[config.mk]
export PLATFORM = sky130hd
export DESIGN_NAME = irq_pending_latch
export DESIGN_NICKNAME = d
export VERILOG_FILES = /design/src/rtl/irq_pending_latch.sv
export SDC_FILE = /design/constraint.sdc
export NUM_CORES = 1
export LEC_CHECK = 0
export BUFFER_PORTS_ARGS = -buffer_cell sky130_fd_sc_hd__buf_2
export CAP_MARGIN = 40
export CORE_ASPECT_RATIO = 2
export CORE_UTILIZATION = 40
export CTS_BUF_LIST = sky130_fd_sc_hd__clkbuf_8
export CTS_CLUSTER_SIZE = 24
export DETAILED_ROUTE_END_ITERATION = 12
export PLACE_DENSITY = 0.62
export REMOVE_ABC_BUFFERS = 1
export SKIP_LAST_GASP = 1
export SYNTH_ARGS = -nofsm -noshare
export SYNTH_HDL_FRONTEND = slang
export SYNTH_SLANG_ARGS = --single-unit
[constraint.sdc]
create_clock -name clk -period 2.6 [get_ports clk]
set_input_delay 0.52 -clock clk [delete_from_list [all_inputs] [get_ports clk]]
set_output_delay 0.52 -clock clk [all_outputs]
set_load 0.01 [all_outputs]
[src/rtl/irq_pending_latch.sv]
// Request front end for the 4-input priority encoder: synchronises raw request
// lines, latches them as sticky pending bits until serviced, and counts re-requests.
module irq_pending_latch #(
  parameter int N           = 4,
  parameter int SYNC_STAGES = 2,
  parameter int OVF_W       = 4,
  parameter int ID_W        = (N > 1) ? $clog2(N) : 1
) (
  input  logic               clk,
  input  logic               rst_n,
  input  logic [N-1:0]       req_raw,
  input  logic [N-1:0]       edge_mode,
  input  logic [N-1:0]       mask,
  input  logic               svc_valid,
  input  logic [ID_W-1:0]    svc_id,
  output logic [N-1:0]       pending,
  output logic               pend_any,
  output logic [N-1:0]       ovf_flag,
  output logic [N*OVF_W-1:0] ovf_cnt
);

  logic [N-1:0]     sync_q [SYNC_STAGES];
  logic [N-1:0]     sync_d;
  logic [N-1:0]     pend_reg;
  logic [OVF_W-1:0] cnt_q [N];

  logic [N-1:0] s;
  logic [N-1:0] rise;
  logic [N-1:0] set;
  logic [N-1:0] clr;
  logic [N-1:0] ovf_ev;

  always_ff @(posedge clk or negedge rst_n) begin
    if (!rst_n) begin
      for (int k = 0; k < SYNC_STAGES; k++) begin
        sync_q[k] <= '0;
      end
      sync_d <= '0;
    end else begin
      sync_q[0] <= req_raw;
      for (int k = 1; k < SYNC_STAGES; k++) begin
        sync_q[k] <= sync_q[k-1];
      end
      sync_d <= s;
    end
  end

  assign s      = sync_q[SYNC_STAGES-1];
  assign rise   = s & ~sync_d;
  assign set    = (edge_mode & rise) | (~edge_mode & s);
  assign ovf_ev = edge_mode & rise & pend_reg & ~clr;

  // Out-of-range ids match no line, so they clear nothing.
  always_comb begin
    clr = '0;
    for (int i = 0; i < N; i++) begin
      clr[i] = svc_valid && (int'(svc_id) == i);
    end
  end

  // Set has priority over clear so a request arriving during service survives.
  always_ff @(posedge clk or negedge rst_n) begin
    if (!rst_n) begin
      pend_reg <= '0;
    end else begin
      pend_reg <= set | (pend_reg & ~clr);
    end
  end

  always_ff @(posedge clk or negedge rst_n) begin
    if (!rst_n) begin
      ovf_flag <= '0;
      for (int i = 0; i < N; i++) begin
        cnt_q[i] <= '0;
      end
    end else begin
      for (int i = 0; i < N; i++) begin
        if (clr[i]) begin
          ovf_flag[i] <= 1'b0;
          cnt_q[i]    <= '0;
        end else if (ovf_ev[i]) begin
          ovf_flag[i] <= 1'b1;
          if (cnt_q[i] != {OVF_W{1'b1}}) begin
            cnt_q[i] <= cnt_q[i] + 1'b1;
          end
        end
      end
    end
  end

  for (genvar g = 0; g < N; g++) begin : g_cnt_pack
    assign ovf_cnt[g*OVF_W +: OVF_W] = cnt_q[g];
  end

  // Mask hides lines from the encoder only; the latch and counters keep running.
  assign pending  = pend_reg & ~mask;
  assign pend_any = |pending;

endmodule

==> metrics.csv <==
stage;metric;value;unit
status;outcome;finished, final reports clean;
layout;fill_cells;344;
layout;largest_register_ffs;16;
critical_path;cp_top_family;simple AND/OR/NAND/NOR gates;
timing;worst_slew_pin_slew;779.5;ps
clock_tree;cts_buffers;5;
global_route;globalRouteMet1Util;0.2029;
placed_design;place_ws;747.5;ps
floorplanning;die-area;4205;sq um
pwr;p_leak;0.9525;nW
floorplanning;start_util;0.4272;
global_route;antenna_found_initial;0;
global_route;grt.busiest_layer;met2;
pwr;clkPwrFrac;0.290;
synth;synth_area;1574;sq um
timing;fin_crit_sh;0.7916;
layout;drive_above_1_share;0.2762;
global_route;grtUsageMet3;0.04600;
global_route;grt_pass1_vias;1310;
timing;fmax;485.9;MHz
timing;fin_ws;541.9;ps
floorplanning;coreArea;3685;sq um
global_route;grtUsageMet2;0.3183;
timing;finClkSkew;6.744;ps
critical_path;worstPathRequired;2080;ps
synth;synth.distinct_cells;27;
critical_path;crit_slowest_cell;or4_1;
synth;synth_cells;137;
clock_tree;cts_buffer_depth;2;
global_route;grt_remaining_overflow;0;
clock_tree;clk_latency;280;ps
synth;synth_area_leaders;dfrtp_1, nand4b_4, a21oi_1;
critical_path;cp_max_fo;3;
global_route;grt_max_degree;37;
pwr;vdd_ir_drop_max;0.0003346;V
routing;first_pass_iters;4;
placed_design;gp_congestion;0.6904;
critical_path;worstPathCellList;inv_1 > nor2_1 > or4_1 > buf_2;
routing;drt_iter0_markers;21;
floorplanning;ios;42;
timing;finalSetupViolCount;0;
routing;detail-route-antenna-nets;0;
pwr;p_sw;331.5;uW
timing;slew_violations;0;
routing;vias;1256;
timing;rsz0062_at_grt;no;
flow_run;max_cap_violations;0;
placed_design;hpwl;2535;um
critical_path;end_kind;output pin;
clock_tree;cts_root_buf;clkbuf_8;
timing;tns;0;ps
floorplanning;rows;31;
clock_tree;post_cts_buffers;0;
global_route;track_usage;0.1876;
layout;areaGrowthSynthToFinish;20.83;%
layout;antenna_cells;0;
layout;final_common_cell;buf_2;
clock_tree;cts.sinks;36;
synth;syn_avg_cell_area;11.49;sq um
pwr;combPwrFrac;0.156;
routing;viasPerCell;5.461;
synth;synth_edf_count;0;
routing;drc;0;
pwr;internal_power;867.2;uW
clock_tree;cts_tree;yes;
layout;final_net_count;204;
critical_path;critPathBufInv;2;
floorplanning;die_y;90.71;um
routing;wl_per_cell;14.51;um
synth;synthArstFlopShare;1.000;
critical_path;criticalPathCategory;reg2out;
critical_path;crit_path_start_kind;flop;
pwr;p_per_area;630.3;nW/um^2
synth;ys_seq_area_frac;0.5723;
synth;synth_seq_cells;36;
routing;wl;3338;um
floorplanning;die_w;46.36;um
synth;synth_largest_area_cell;dfrtp_1;
critical_path;cpPeakStageDelay;530;ps
hold_path;worstHoldPathType;in2async;
clock_tree;cts.clk_slew.worst_paths;70;ps
clock_tree;cts_max_level;2;
timing;hold_viol;0;
critical_path;cp.arrival;1540;ps
synth;synth_top_flop_cell;dfrtp_1;
layout;mostFrequentLayoutCells;buf_2, dfrtp_1, a21oi_1, nor2_1, o21ai_0;
placed_design;port-buffer-count;41;
global_route;grt_pass1_wl;5782;um
timing;fin_crit;2058;ps
pwr;switching_share;0.2765;
clock_tree;ctsResizeCount;0;
timing;slew_headroom;0.4803;
pwr;p_seq_frac;0.554;
synth;synth_top_area_frac;0.5723;
synth;yosys_warnings;0;
clock_tree;holdBufCountCts;0;
layout make-up:
| cell class | count | area [sq um] | share of cell area |
|---|---|---|---|
| Sequential cell | 36 | 900.9 | 0.4737 |
| Multi-Input combinational cell | 94 | 646.9 | 0.3401 |
| Timing Repair Buffer | 41 | 205.2 | 0.1079 |
| Clock buffer | 5 | 68.82 | 0.03618 |
| Tap cell | 49 | 61.31 | 0.03224 |
| Inverter | 5 | 18.77 | 0.009868 |
power by group through the flow:
| stage | Combinational, mW | Sequential (mW) | Clock (mW) |
|---|---|---|---|
| global placement | 0.183 | 0.670 | 0 |
| global route | 0.212 | 0.674 | 0.389 |
| CTS | 0.191 | 0.665 | 0.361 |
| finish | 0.187 | 0.664 | 0.348 |
| detailed placement | 0.190 | 0.675 | 0 |
| floorplan | 0.0793 | 0.684 | 0 |
cells in the mapped netlist (2+ instances only):
master	n
dfrtp_1	36
a21oi_1	14
nor2_1	12
o21ai_0	8
and4b_1	7
nor3_1	6
or3_1	6
and3_1	5
inv_1	5
nand2_1	5
ha_1	4
nand3_1	4
nand3b_1	4
o2bb2ai_1	4
nand4b_4	3
clkbuf_1	2
o31ai_1	2
layer usage:
layer,wire [um],vias to the layer above
met2,1806,35
met3,132,6
met4,72,0
met1,1327,615
li1,-,600
met5,0,-
cell families after synthesis:
group	share of synthesized area
and+or+nand+nor	0.2623
adders and majority gates	0.03180
DFF	0.5723
buffers and inverters	0.01670
AOI/OAI and AO/OA	0.1169
stage by stage:
| stage | util | cells | cell area [sq um] | power, mW | hold WS [ps] |
|---|---|---|---|---|---|
| 2_1_floorplan | - | 135 | 1567 | 0.7634 | 224.4 |
| 3_3_place_gp | 0.4975 | 225 | 1833 | 0.8539 | 331.4 |
| 3_5_place_dp | 0.4975 | 225 | 1833 | 0.8657 | 335.8 |
| 4_1_cts | 0.5161 | 230 | 1902 | 1.217 | 333.2 |
| 5_1_grt | 0.5161 | 230 | 1902 | 1.275 | 333.4 |
| 6_report | 0.5161 | 230 | 1902 | 1.199 | 307.2 |
worst paths after layout:
path	from	to	slack (ps)	depth (start not counted)
worst max-delay path	pend_reg[1]	pend_any	540	4
worst min-delay path	rst_n	ovf_cnt[6]	310	1
worst max register to register	ovf_cnt[8]	ovf_cnt[8]	1160	4
worst min register to register	sync_q[7]	s[3]	350	0
max in group asynchronous	rst_n	ovf_cnt[10]	1780	1
min in group clk	req_raw[2]	sync_q[6]	340	1
worst reg2reg max path: stages (launching register included):
cell     delay [ps]
dfrtp_1         430
ha_1            260
and3_1          220
or3_1           310
a21oi_1         140
Power figures use the tool's default switching activity.
